==> src/rtl/gpio_cfg_pkg.sv <==
// Shared constants for the GPIO config decoder: opcodes, command-word field
// positions and FSM state encoding.
package gpio_cfg_pkg;

  localparam logic [3:0] OP_IDX         = 4'h1;
  localparam logic [3:0] OP_GAIN        = 4'h2;
  localparam logic [3:0] OP_IDX_COMMIT  = 4'h3;
  localparam logic [3:0] OP_GAIN_COMMIT = 4'h4;
  localparam logic [3:0] OP_GAIN_ALL    = 4'h5;
  localparam logic [3:0] OP_SAFE        = 4'hC;
  localparam logic [3:0] OP_COMMIT      = 4'hF;

  localparam int CMD_HI  = 31;
  localparam int CMD_LO  = 28;
  localparam int ADDR_HI = 27;
  localparam int ADDR_LO = 20;
  localparam int DATA_HI = 19;
  localparam int DATA_LO = 0;

  typedef logic [1:0] state_t;
  localparam state_t ST_IDLE   = 2'd0;
  localparam state_t ST_EXEC   = 2'd1;
  localparam state_t ST_COMMIT = 2'd2;
  localparam state_t ST_BCAST  = 2'd3;

  function automatic logic is_known_op(input logic [3:0] op);
    return (op == OP_IDX) || (op == OP_GAIN) || (op == OP_IDX_COMMIT) ||
           (op == OP_GAIN_COMMIT) || (op == OP_GAIN_ALL) ||
           (op == OP_SAFE) || (op == OP_COMMIT);
  endfunction

endpackage

==> src/rtl/gpio_cfg_cmd_fifo.sv <==
// Synchronous command FIFO; a push is honoured while full when a pop happens
// on the same edge.
module gpio_cfg_cmd_fifo #(
  parameter int DEPTH = 4,
  parameter int WIDTH = 32
) (
  input  logic             clk,
  input  logic             rst_n,
  input  logic             push,
  input  logic [WIDTH-1:0] din,
  input  logic             pop,
  output logic [WIDTH-1:0] dout,
  output logic             full,
  output logic             empty
);

  localparam int PW = $clog2(DEPTH);

  logic [WIDTH-1:0] mem [DEPTH];
  logic [PW:0]      wptr, rptr;
  logic             do_push, do_pop;

  // Extra pointer MSB distinguishes full from empty when the indices match.
  assign empty   = (wptr == rptr);
  assign full    = (wptr[PW] != rptr[PW]) && (wptr[PW-1:0] == rptr[PW-1:0]);
  assign do_pop  = pop & ~empty;
  assign do_push = push & (~full | do_pop);
  assign dout    = mem[rptr[PW-1:0]];

  always_ff @(posedge clk or negedge rst_n) begin
    if (!rst_n) begin
      wptr <= '0;
      rptr <= '0;
    end else begin
      if (do_push) wptr <= wptr + (PW+1)'(1);
      if (do_pop)  rptr <= rptr + (PW+1)'(1);
    end
  end

  always_ff @(posedge clk) begin
    if (do_push) mem[wptr[PW-1:0]] <= din;
  end

endmodule

==> src/rtl/gpio_cfg_decoder_axis_mc.sv <==
// AXI-Stream command decoder driving GPIO index/gain/commit/safe writes.
// Optional saturating error counter enabled by GPIO_CFG_ERRCNT_EN.
module gpio_cfg_decoder_axis_mc
  import gpio_cfg_pkg::*;
#(
  parameter int IDX_W      = 10,
  parameter int GAIN_W     = 18,
  parameter int CH_W       = 1,
  parameter int TONE_W     = 3,
  parameter int FIFO_DEPTH = 4
) (
  input  logic              clk,
  input  logic              rst_n,
  input  logic [31:0]       s_axis_tdata,
  input  logic              s_axis_tvalid,
  output logic              s_axis_tready,
  output logic              idx_we,
  output logic              gain_we,
  output logic              commit_req,
  output logic              safe_we,
  output logic [CH_W-1:0]   wr_ch,
  output logic [TONE_W-1:0] wr_tone,
  output logic [IDX_W-1:0]  wr_index,
  output logic [GAIN_W-1:0] wr_gain,
  output logic              safe_val,
  output logic              busy
`ifdef GPIO_CFG_ERRCNT_EN
  ,
  output logic [15:0]       err_cnt
`endif
);

  localparam int AW = CH_W + TONE_W;

  state_t        state;
  logic [31:0]   cur, fifo_dout;
  logic [3:0]    op;
  logic [7:0]    addr;
  logic [19:0]   data;
  logic [AW-1:0] cnt;
  logic          fifo_full, fifo_empty, push, pop, ready_en;
  logic          unused_fields;

  assign op   = cur[CMD_HI:CMD_LO];
  assign addr = cur[ADDR_HI:ADDR_LO];
  assign data = cur[DATA_HI:DATA_LO];
  assign unused_fields = ^{addr, data};

  // ready_en keeps tready low through reset and rises on the first edge after.
  assign s_axis_tready = ready_en & ~fifo_full;
  assign push = s_axis_tvalid & s_axis_tready;
  assign pop  = (state == ST_IDLE) & ~fifo_empty;
  assign busy = (state != ST_IDLE) | ~fifo_empty;

  gpio_cfg_cmd_fifo #(.DEPTH(FIFO_DEPTH), .WIDTH(32)) u_fifo (
    .clk   (clk),
    .rst_n (rst_n),
    .push  (push),
    .din   (s_axis_tdata),
    .pop   (pop),
    .dout  (fifo_dout),
    .full  (fifo_full),
    .empty (fifo_empty)
  );

  always_ff @(posedge clk or negedge rst_n) begin
    if (!rst_n) begin
      state      <= ST_IDLE;
      cur        <= '0;
      cnt        <= '0;
      ready_en   <= 1'b0;
      idx_we     <= 1'b0;
      gain_we    <= 1'b0;
      commit_req <= 1'b0;
      safe_we    <= 1'b0;
      wr_ch      <= '0;
      wr_tone    <= '0;
      wr_index   <= '0;
      wr_gain    <= '0;
      safe_val   <= 1'b0;
    end else begin
      ready_en   <= 1'b1;
      idx_we     <= 1'b0;
      gain_we    <= 1'b0;
      commit_req <= 1'b0;
      safe_we    <= 1'b0;
      case (state)
        ST_IDLE: begin
          if (pop) begin
            cur   <= fifo_dout;
            state <= ST_EXEC;
          end
        end
        ST_EXEC: begin
          state <= ST_IDLE;
          case (op)
            OP_IDX, OP_IDX_COMMIT: begin
              idx_we   <= 1'b1;
              wr_ch    <= addr[AW-1:TONE_W];
              wr_tone  <= addr[TONE_W-1:0];
              wr_index <= data[IDX_W-1:0];
              if (op == OP_IDX_COMMIT) state <= ST_COMMIT;
            end
            OP_GAIN, OP_GAIN_COMMIT: begin
              gain_we <= 1'b1;
              wr_ch   <= addr[AW-1:TONE_W];
              wr_tone <= addr[TONE_W-1:0];
              wr_gain <= data[GAIN_W-1:0];
              if (op == OP_GAIN_COMMIT) state <= ST_COMMIT;
            end
            OP_GAIN_ALL: begin
              // Address 0 is written here; BCAST covers 1..last.
              gain_we          <= 1'b1;
              {wr_ch, wr_tone} <= '0;
              wr_gain          <= data[GAIN_W-1:0];
              cnt              <= AW'(1);
              state            <= ST_BCAST;
            end
            OP_SAFE: begin
              safe_we  <= 1'b1;
              safe_val <= data[0];
            end
            OP_COMMIT: commit_req <= safe_val;
            default: ;
          endcase
        end
        ST_COMMIT: begin
          commit_req <= safe_val;
          state      <= ST_IDLE;
        end
        ST_BCAST: begin
          gain_we          <= 1'b1;
          {wr_ch, wr_tone} <= cnt;
          cnt              <= cnt + AW'(1);
          if (&cnt) state <= ST_IDLE;
        end
        default: state <= ST_IDLE;
      endcase
    end
  end

`ifdef GPIO_CFG_ERRCNT_EN
  logic err_hit;

  always_comb begin
    err_hit = 1'b0;
    if (state == ST_EXEC)
      err_hit = !is_known_op(op) || ((op == OP_COMMIT) && !safe_val);
    else if (state == ST_COMMIT)
      err_hit = !safe_val;
  end

  always_ff @(posedge clk or negedge rst_n) begin
    if (!rst_n)
      err_cnt <= '0;
    else if (err_hit && (err_cnt != 16'hFFFF))
      err_cnt <= err_cnt + 16'd1;
  end
`endif

endmodule

==> config.mk <==
export PLATFORM = sky130hd
export DESIGN_NAME = gpio_cfg_decoder_axis_mc
export DESIGN_NICKNAME = d
export VERILOG_FILES = /design/src/rtl/gpio_cfg_pkg.sv /design/src/rtl/gpio_cfg_cmd_fifo.sv /design/src/rtl/gpio_cfg_decoder_axis_mc.sv
export SDC_FILE = /design/constraint.sdc
export NUM_CORES = 1
export LEC_CHECK = 0
export CAP_MARGIN = 20
export CORE_AREA = 2 2 172 174
export CTS_CLUSTER_DIAMETER = 150
export DETAILED_ROUTE_END_ITERATION = 8
export DIE_AREA = 0 0 174 176
export DONT_BUFFER_PORTS = 1
export PLACE_DENSITY = 0.41
export SYNTH_ARGS = -nofsm -noshare
export SYNTH_HDL_FRONTEND = slang
export SYNTH_SLANG_ARGS = --single-unit
export TNS_END_PERCENT = 5
==> constraint.sdc <==
create_clock -name clk -period 2.55 [get_ports clk]
set_input_delay 0.3825 -clock clk [delete_from_list [all_inputs] [get_ports clk]]
set_output_delay 0.3825 -clock clk [all_outputs]
set_load 0.05 [all_outputs]
==> results of run 1 <==
==> worst max-delay path by stage <==
stage	start	endpoint	slack (ns)	cells after the start
after global routing	state[1]	wr_index[0]	0.27	6
after global placement	state[1]	wr_index[5]	0.42	6
final	state[1]	wr_index[0]	0.40	6
after detailed placement	state[1]	wr_index[3]	0.38	6
after floorplan	u_fifo.rptr[0]	u_fifo.mem[3][0]	0.36	4
after CTS	state[1]	wr_index[0]	0.37	6
==> per-stage QoR <==
step                hold WS [ns]  cell area, sq um  cells
floorplan                0.08691              7082    378
global placement         0.08873              7625    764
detailed placement       0.08820              7625    764
CTS                      0.01960              8247    798
global route            0.006560              8247    798
finish                   0.04111              8247    798
==> state kept, by name, summed over array words and instances, names as in the netlist, 2 cells and up <==
signal / flops
u_fifo.mem: 104
state: 2
wr_index: 10
wr_tone: 3
wr_gain: 18
cur: 26
cnt: 4
u_fifo.wptr: 3
u_fifo.rptr: 3
==> cell families after synthesis <==
| logic type | Yosys count |
|---|---|
| AO/OA/AOI/OAI | 23 |
| XOR/XNOR | 9 |
| multiplexers | 90 |
| buffers and inverters | 24 |
| flip-flops | 180 |
| AND/OR/NAND/NOR | 41 |
| adder cells (fa/ha/maj) | 10 |
| other | 1 |
==> cell type report <==
class                      count  area (sq um)
sequential                   180          5026
tap                          384         480.5
inverter                       8         30.03
clock inverter                15         158.9
multi-input combinational    174          1928
timing repair buffer          20         197.7
clock buffer                  17         425.4
fill                        2837         20300
==> where the power goes <==
part	internal [uW]	leakage [uW]	switching, uW
clock	1310	0.000285	1230
sequential	3880	0.00185	1510
combinational	1750	0.000866	1430
==> cell usage in the layout (no fill, tap or decap), types with 2 or more instances in the layout <==
master                      synthesis  routed
sky130_fd_sc_hd__ha_1              10      10
sky130_fd_sc_hd__o21ai_0            6       6
sky130_fd_sc_hd__mux4_2            26      26
sky130_fd_sc_hd__inv_1              8       8
sky130_fd_sc_hd__inv_6              0       4
sky130_fd_sc_hd__and2_1             4       4
sky130_fd_sc_hd__nor3_1             3       3
sky130_fd_sc_hd__mux2_2            50      50
sky130_fd_sc_hd__nand2_1           13      13
sky130_fd_sc_hd__clkbuf_16          0      17
sky130_fd_sc_hd__nand2b_1           3       3
sky130_fd_sc_hd__dfrtp_1           76      75
sky130_fd_sc_hd__xor2_1             3       3
sky130_fd_sc_hd__a21oi_1            3       3
sky130_fd_sc_hd__edfxtp_1         104     104
sky130_fd_sc_hd__a31oi_1            4       4
sky130_fd_sc_hd__clkinv_4           0       2
sky130_fd_sc_hd__nand3_1            4       4
sky130_fd_sc_hd__mux2i_1            4       4
sky130_fd_sc_hd__buf_4              2      16
sky130_fd_sc_hd__and3b_1            2       2
sky130_fd_sc_hd__nor2_1             3       3
sky130_fd_sc_hd__xnor2_1            5       5
sky130_fd_sc_hd__clkinv_8           0       3
sky130_fd_sc_hd__mux2_4            10      10
sky130_fd_sc_hd__nor3b_1            2       2
sky130_fd_sc_hd__buf_12             0       2
sky130_fd_sc_hd__and3_1             3       3
sky130_fd_sc_hd__inv_8              0       4
==> worst max-delay path, cell delays in order (launching register included) <==
cell                      delay (ns)
sky130_fd_sc_hd__dfrtp_1        0.40
sky130_fd_sc_hd__inv_1          0.11
sky130_fd_sc_hd__ha_1           0.38
sky130_fd_sc_hd__nor2b_1        0.36
sky130_fd_sc_hd__and3b_1        0.22
sky130_fd_sc_hd__buf_4          0.22
sky130_fd_sc_hd__mux2_2         0.36
==> layer usage <==
layer	GRT usage (%)	share of wire [%]
met1	10.68	40
met2	16.52	51
met3	3.876	6.5
met4	3.466	1.8
met5	0	0
==> results.txt, run 1 <==
----------------------------------------------------
[Critical path]
  Required time of the critical path ... 2.86 ns
  Internal reg-to-reg setup slack ... 0.40 ns
  Crit Path Category ... register to register
  Data arrival time of the critical path ... 2.46 ns
  Critical path capture point type ... register
  Depth of the most critical reg-to-reg path ... 6
  Worst r2r src ... state[1]
  Endpoint of the worst-slack reg-to-reg timing path ... wr_index[0]
  Maximum fanout count along the critical path ... 11
  CP Launch Type ... register

[Yosys]
  Leading cell type by number of instances after synthesis ... sky130_fd_sc_hd__edfxtp_1
  Number of distinct standard cells referenced by the synthesized netlist ... 42
  Register area share after synthesis ... 70.95%
  Combinational family with the most area after synthesis ... multiplexers
  Post-Synthesis Mean Instance Area ... 18.73 sq um
  Async set or reset register ratio after synthesis ... 42.22%
  Number of enable flip-flop cells after synthesis ... 104
  Leading cell types by total area after synthesis ... sky130_fd_sc_hd__edfxtp_1 (44%), sky130_fd_sc_hd__dfrtp_1 (27%), sky130_fd_sc_hd__mux4_2 (8.3%), sky130_fd_sc_hd__mux2_2 (8.0%), sky130_fd_sc_hd__mux2_4 (2.1%)
  Synth warn ... 0
  Combined area of all synthesized cells ... 7082 sq um
  Adder-Cell Fraction of Synth Area ... 1.767%
  Count of state elements after synthesis ... 180
  Area fraction in compound gates after synthesis ... 2.138%
  Yosys top cell by area ... sky130_fd_sc_hd__edfxtp_1
  Post-synth top area share ... 44.10%
  Net count of the mapped netlist ... 423
  Portion of netlist area occupied by mux cells ... 18.90%
  Top cell types by occurrence after synthesis ... sky130_fd_sc_hd__edfxtp_1 (104), sky130_fd_sc_hd__dfrtp_1 (76), sky130_fd_sc_hd__mux2_2 (50), sky130_fd_sc_hd__mux4_2 (26), sky130_fd_sc_hd__nand2_1 (13)
  Primary FF master, synth ... sky130_fd_sc_hd__edfxtp_1
  Xor and xnor area share after synthesis ... 1.219%
  Mapped Cells ... 378
  Synth Area in Simple Gates ... 3.145%

[STA]
  Min setup slack post-route ... 0.3978 ns
  F_max ... 464.6 MHz
  Worst Tran Pin Value ... 0.5628 ns
  Count of final max-slew check failures ... 0
  Part of the cycle the worst path needs ... 84.40%
  Max Clock Skew ... 0.01553 ns
  Hold Fails Final Rpt ... 0
  Tmin final ... 2.152 ns
  Setup TNS ... 0 ns
  Rel. slew slack ... 62.31%
  Setup repair after global routing missed its margin ... no
  Total setup violations reported at the end of the flow ... 0

[Floorplan]
  Initial Util ... 24.81%
  Die span in y ... 176 um
  Die width ... 174 um
  Count of boundary I/O pins ... 74
  # rows ... 62
  Floorplan die area ... 30620 sq um
  Floorplan core area ... 28550 sq um

[Cells and area]
  Final Core Density ... 28.89%
  Share of final-layout standard cells stronger than drive strength 1 ... 34.30%
  ANT cells ... 0
  Final layout net count ... 446
  Area growth syn-to-layout ... 16.45%

[Clock tree]
  TritonCTS clock tree ... yes
  Inserted Clock Buffers ... 17
  CTS Hold Bufs ... 2
  Number of setup buffers added after CTS ... 0
  Clock sink count ... 180
  Clock latency at the later pin of the worst-skew pair ... 0.43 ns
  Number of cells upsized or downsized after cts ... 0
  H-Tree Level Count ... 4
  Bufs on Longest Clock Path ... 2
  Clock transition at path regs ... 0.08 ns
  Root buf cell ... sky130_fd_sc_hd__clkbuf_16

[GRT]
  Number of global-route vias before repair ... 3490
  First-pass GRT wire length ... 21310 um
  Pin count of the biggest net entering global routing ... 77
  All-layer global routing usage ... 9.570%
  Initial antenna violation count ... 0
  Grt total ovfl ... 0

[Placed design]
  RD Place Congestion ... 0.6804
  Count of port buffers added during placement ... 0
  Final HPWL from detailed placement ... 8840 um
  Pre-CTS setup slack ... 0.3812 ns

[Min path]
  Launch instance of the worst min-delay path ... s_axis_tdata[13]
  Hold path endpoint ... u_fifo.mem[1][13]
  WHS Path Cells ... 0
  Type of the tightest min-delay check ... input port to register

[Pwr]
  Pwr/cell area ... 1348 nW/um^2
  Maximum ir drop on the vdd rail ... 0.0004684 V
  Post-layout total power ... 11120 uW
  Static leakage ... 0.003005 uW

[Drt]
  Vias after detailed routing ... 3252
  Initial detailed-routing violation count ... 131
  Antenna Violating Nets Remaining ... 0
  Wire length reported by the detailed router ... 13730 um
  Detailed-route DRC error count ... 0
  Average routed wire per standard cell ... 17.20 um
  Vias per cell ... 4.075
  First-pass DRT Iterations ... 4

[Status]
  Run status ... complete, no violations

[Job]
  Number of max-capacitance violations reported ... 0

----------------------------------------------------
(Power assumes the default switching activity.)
==> run 2: changes to the inputs <==
==> constraint.sdc (replaced) <==
create_clock -name clk -period 2 [get_ports clk]
set_input_delay 0.3 -clock clk [delete_from_list [all_inputs] [get_ports clk]]
set_output_delay 0.3 -clock clk [all_outputs]
set_load 0.05 [all_outputs]
==> results.txt, run 2 (synthesis gave the netlist of run 1 again) <==
----------------------------------------------------
[Drt]
  Antenna Violating Nets Remaining ... 0
  Detailed-route DRC error count ... 0
  Average routed wire per standard cell ... 17.20 um
  Initial detailed-routing violation count ... 215
  Wire length reported by the detailed router ... 14240 um
  Vias after detailed routing ... 3378
  Vias per cell ... 4.080
  First-pass DRT Iterations ... 5

[Placed design]
  Count of port buffers added during placement ... 0
  Standard cell area after detailed placement ... 7744 sq um
  # placed instances ... 768
  RD Place Congestion ... 0.6865
  Final HPWL from detailed placement ... 9256 um

[Floorplan]
  Floorplan die area ... 30620 sq um
  Die width ... 174 um
  Initial Util ... 24.81%
  Count of boundary I/O pins ... 74
  Die span in y ... 176 um
  Floorplan core area ... 28550 sq um
  # rows ... 62

[Clock tree]
  Clock transition at path regs ... 0.06 ns
  Clock latency at the later pin of the worst-skew pair ... 0.43 ns
  H-Tree Level Count ... 4
  Root buf cell ... sky130_fd_sc_hd__clkbuf_16
  Number of setup buffers added after CTS ... 0
  Clock sink count ... 180
  Inserted Clock Buffers ... 17
  Bufs on Longest Clock Path ... 2
  TritonCTS clock tree ... yes

[STA]
  Hold Fails Final Rpt ... 0
  Tmin final ... 1.921 ns
  Total setup violations reported at the end of the flow ... 0
  Count of final max-slew check failures ... 0
  F_max ... 520.5 MHz
  Part of the cycle the worst path needs ... 96.07%
  Worst Tran Pin Value ... 0.5157 ns
  Rel. slew slack ... 65.62%
  Setup repair after global routing missed its margin ... yes
  Max Clock Skew ... 0.01107 ns
  Final worst hold slack ... 0.3229 ns

[GRT]
  All-layer global routing usage ... 9.867%
  Initial antenna violation count ... 1
  Number of global-route vias before repair ... 3745
  First-pass GRT wire length ... 22420 um
  Pin count of the biggest net entering global routing ... 77
  Grt total ovfl ... 0

[Cells and area]
  ANT cells ... 0
  Highest-count cells in the layout ignoring fill and taps ... sky130_fd_sc_hd__edfxtp_1 (104), sky130_fd_sc_hd__dfrtp_1 (75), sky130_fd_sc_hd__mux2_2 (50), sky130_fd_sc_hd__dlygate4sd3_1 (27), sky130_fd_sc_hd__mux4_2 (26)
  Final Non-Filler Cells ... 828
  Final non-filler cell area ... 8673 sq um
  Final layout net count ... 476
  Area growth syn-to-layout ... 22.47%
  Share of final-layout standard cells stronger than drive strength 1 ... 34.01%
  Final Core Density ... 30.38%
  Most frequent standard cell in the layout excluding fill and tap cells ... sky130_fd_sc_hd__edfxtp_1
  Max FFs per register ... 104

[Critical path]
  CP Launch Type ... register
  Crit Path Category ... register to output pin
  Data arrival time of the critical path ... 1.62 ns
  Required time of the critical path ... 1.70 ns
  Critical path capture point type ... output pin
  Maximum fanout count along the critical path ... 4

[Min path]
  Type of the tightest min-delay check ... input port to register

[Pwr]
  Pwr/cell area ... 1694 nW/um^2
  Static leakage ... 0.003178 uW
  Maximum ir drop on the vdd rail ... 0.0006302 V

[Status]
  Run status ... complete, no violations

[Job]
  Number of max-capacitance violations reported ... 0

----------------------------------------------------
## run 2: timing repair
item / in CTS / in global routing
endpoints found under the hold margin: 180 / 0
gates cloned: 0 / 0
hold buffers: 28 / 0
pin swaps: 1 / 0
resized for setup: 3 / 3
endpoints found under the setup margin: 1 / 12
## run 2: worst max-delay path, stage by stage, from the launching register on
cell and delay [ns]:
sky130_fd_sc_hd__dfrtp_1 0.45, sky130_fd_sc_hd__xnor2_2 0.23, sky130_fd_sc_hd__and3_4 0.23, sky130_fd_sc_hd__nand2_1 0.11
sky130_fd_sc_hd__buf_12 0.18
## run 2: through the flow
step           setup TNS (ns)  setup slack (ns)  power [uW]
5_1_grt              -0.03752          -0.03752       15570
6_report                    0           0.07859       14690
3_5_place_dp                0           0.08231       11400
4_1_cts                     0           0.02243       14970
2_1_floorplan          -12.35           -0.1584       10030
3_3_place_gp                0           0.09089       11260
## run 2: path summary, 6_finish.rpt
check                               start             end  slack, ns  depth (start not counted)
hold reg to reg                   cur[16]         cur[16]       0.51                          1
setup / recovery           u_fifo.wptr[1]            busy       0.08                          4
hold / removal              s_axis_tvalid  u_fifo.wptr[1]       0.32                          5
max in group asynchronous           rst_n  u_fifo.rptr[0]       1.23                          2
setup reg to reg                 state[1]      wr_tone[0]       0.16                          7
min in group asynchronous           rst_n     wr_gain[11]       0.43                          2
## run 2: layer usage
metal / wire [um] / up-vias / share of wire, % / track usage (%)
met5: 0 / - / 0 / 0
met4: 198 / 0 / 1.4 / 3.676
met3: 505 / 13 / 3.5 / 2.606
met2: 7274 / 56 / 51 / 17.18
met1: 6266 / 1761 / 44 / 11.74
li1: - / 1548 / - / -
## run 2: report_power, final
group / total [uW] / internal, uW / leakage, uW / switching, uW
Clock: 3350 / 1820 / 0.000298 / 1530
Combinational: 4440 / 2500 / 0.00103 / 1930
Sequential: 6900 / 4950 / 0.00185 / 1950
## run 2: layout make-up
| type | count | area (sq um) |
|---|---|---|
| fillers | 2848 | 19870 |
| flip-flops and latches | 180 | 5026 |
| multi-input cells | 174 | 1961 |
| repair buffers | 50 | 575.6 |
| well taps | 384 | 480.5 |
| clock buffers | 18 | 439.2 |
| clock inverters | 14 | 161.4 |
| inverters | 8 | 30.03 |
==> run 3: changes to the inputs <==
--- a/config.mk
+++ b/config.mk
@@ -12,6 +12,8 @@
 export DIE_AREA = 0 0 174 176
 export DONT_BUFFER_PORTS = 1
 export PLACE_DENSITY = 0.41
+export RECOVER_POWER = 50
+export SKIP_LAST_GASP = 1
 export SYNTH_ARGS = -nofsm -noshare
 export SYNTH_HDL_FRONTEND = slang
 export SYNTH_SLANG_ARGS = --single-unit
==> results.txt, run 3 (synthesis gave the netlist of run 1 again) <==
----------------------------------------------------
[Status]
  Run status ... complete, no violations

[Clock tree]
  H-Tree Level Count ... 4
  Clock sink count ... 180
  Bufs on Longest Clock Path ... 2
  Number of setup buffers added after CTS ... 0
  Root buf cell ... sky130_fd_sc_hd__clkbuf_16
  Inserted Clock Buffers ... 17
  TritonCTS clock tree ... yes
  Clock latency at the later pin of the worst-skew pair ... 0.43 ns
  Clock transition at path regs ... 0.06 ns

[Cells and area]
  ANT cells ... 0
  Area used by multi-input combinational logic ... 1956 sq um
  Area growth syn-to-layout ... 22.12%
  Max FFs per register ... 104
  Final Core Density ... 30.29%
  Highest-count cells in the layout ignoring fill and taps ... sky130_fd_sc_hd__edfxtp_1 (104), sky130_fd_sc_hd__dfrtp_1 (75), sky130_fd_sc_hd__mux2_2 (50), sky130_fd_sc_hd__dlygate4sd3_1 (27), sky130_fd_sc_hd__mux4_2 (26)
  Most frequent standard cell in the layout excluding fill and tap cells ... sky130_fd_sc_hd__edfxtp_1
  Final layout net count ... 476
  # fillers ... 2851
  Share of final-layout standard cells stronger than drive strength 1 ... 33.78%
  Area used by sequential logic in the layout ... 5026 sq um

[GRT]
  Number of global-route vias before repair ... 3745
  Grt total ovfl ... 0
  Met2 global-route usage ... 17.18%
  Pin count of the biggest net entering global routing ... 77
  First-pass GRT wire length ... 22420 um
  All-layer global routing usage ... 9.867%
  Initial antenna violation count ... 1
  Global routing met1 resource utilization ... 11.74%
  GR met3 Demand/Resource ... 2.606%
  Global route hottest layer ... met2

[STA]
  Setup TNS ... 0 ns
  Setup repair after global routing missed its margin ... yes
  Worst Tran Pin Value ... 1.106 ns
  Hold Fails Final Rpt ... 0
  Max Clock Skew ... 0.01108 ns
  Min setup slack post-route ... 0.07832 ns
  Total setup violations reported at the end of the flow ... 0
  Count of final max-slew check failures ... 0
  F_max ... 520.4 MHz
  Rel. slew slack ... 26.26%
  Tmin final ... 1.922 ns
  Part of the cycle the worst path needs ... 96.08%

[Drt]
  Antenna Violating Nets Remaining ... 0
  Initial detailed-routing violation count ... 216
  First-pass DRT Iterations ... 5
  Vias after detailed routing ... 3383
  Average routed wire per standard cell ... 17.19 um
  Wire length reported by the detailed router ... 14240 um
  Detailed-route DRC error count ... 0
  Vias per cell ... 4.086

[Critical path]
  Worst r2r src ... state[1]
  Critical path capture point type ... output pin
  Depth of the most critical reg-to-reg path ... 7
  Endpoint of the worst-slack reg-to-reg timing path ... wr_tone[0]
  Crit Path Category ... register to output pin
  Setup crit end ... busy
  Data arrival time of the critical path ... 1.62 ns
  Origin of the worst setup path ... u_fifo.wptr[1]
  Required time of the critical path ... 1.70 ns
  Maximum fanout count along the critical path ... 4
  Internal reg-to-reg setup slack ... 0.10 ns
  CP Launch Type ... register

[Pwr]
  Part of the power in registers ... 47.0%
  Clock share of power ... 22.8%
  Switching power as a share of total power ... 36.88%
  Static leakage ... 0.003168 uW
  Comb power frac ... 30.2%
  Maximum ir drop on the vdd rail ... 0.0006308 V
  Post-layout total power ... 14670 uW
  Net switching power of the design ... 5411 uW
  Pwr/cell area ... 1697 nW/um^2
  Total internal power ... 9263 uW

[Placed design]
  Pre-CTS setup slack ... 0.08231 ns
  RD Place Congestion ... 0.6865
  Count of port buffers added during placement ... 0
  Final HPWL from detailed placement ... 9256 um

[Floorplan]
  Floorplan core area ... 28550 sq um
  Initial Util ... 24.81%
  Floorplan die area ... 30620 sq um
  Die span in y ... 176 um
  Count of boundary I/O pins ... 74
  # rows ... 62
  Die width ... 174 um

[Min path]
  Type of the tightest min-delay check ... input port to register

[Job]
  Number of max-capacitance violations reported ... 0

----------------------------------------------------
run 3: cell type report:
class / instances / share of cell area [%]
Multi-Input combinational cell: 174 / 22.61
Sequential cell: 180 / 58.12
Clock buffer: 18 / 5.078
Timing Repair Buffer: 50 / 6.424
Inverter: 8 / 0.3472
Tap cell: 384 / 5.556
Clock inverter: 14 / 1.866
run 3: how the worst min path moves through the flow:
stage / start / endpoint / slack (ns) / cells past startpoint
floorplan: rst_n / cnt[0] / 0.004 / 0
global placement: rst_n / cur[11] / 0.006 / 0
detailed placement: rst_n / wr_gain[11] / 0.007 / 0
CTS: s_axis_tvalid / u_fifo.wptr[0] / 0.31 / 4
global route: s_axis_tvalid / u_fifo.wptr[1] / 0.33 / 5
finish: s_axis_tvalid / u_fifo.wptr[1] / 0.32 / 5
run 3: per-stage QoR:
stage	cell area, sq um	instances	hold WS (ns)
finish	8648	828	0.3226
CTS	8666	828	0.3117
floorplan	7083	378	0.004409
global route	8648	828	0.3336
detailed placement	7744	768	0.006644
global placement	7744	768	0.006499
run 3: worst max-delay path: stages, from the launching register on:
cell and delay, ns:
sky130_fd_sc_hd__dfrtp_1 0.45, sky130_fd_sc_hd__xnor2_2 0.23, sky130_fd_sc_hd__and3_4 0.23, sky130_fd_sc_hd__nand2_1 0.11, sky130_fd_sc_hd__buf_12 0.18
run 3: what timing repair did:
| item | CTS | global route |
|---|---|---|
| resized for setup | 3 | 1 |
| hold buffers | 28 | 0 |
| pin swaps | 1 | 0 |
| hold endpoints to repair | 180 | 0 |
| endpoints found under the setup margin | 1 | 12 |
run 3: metal layers:
metal	routed length, um	up-vias
met1	6247	1769
met2	7284	54
met3	504	12
met4	198	0
met5	0	-
li1	-	1548
run 3: power by group through the flow:
stage / clock, uW / sequential, uW / combinational, uW
after global placement: 0 / 6950 / 4310
final: 3350 / 6900 / 4430
after detailed placement: 0 / 6990 / 4410
after floorplan: 0 / 6700 / 3330
after global routing: 3640 / 7040 / 4870
after CTS: 3470 / 6930 / 4580
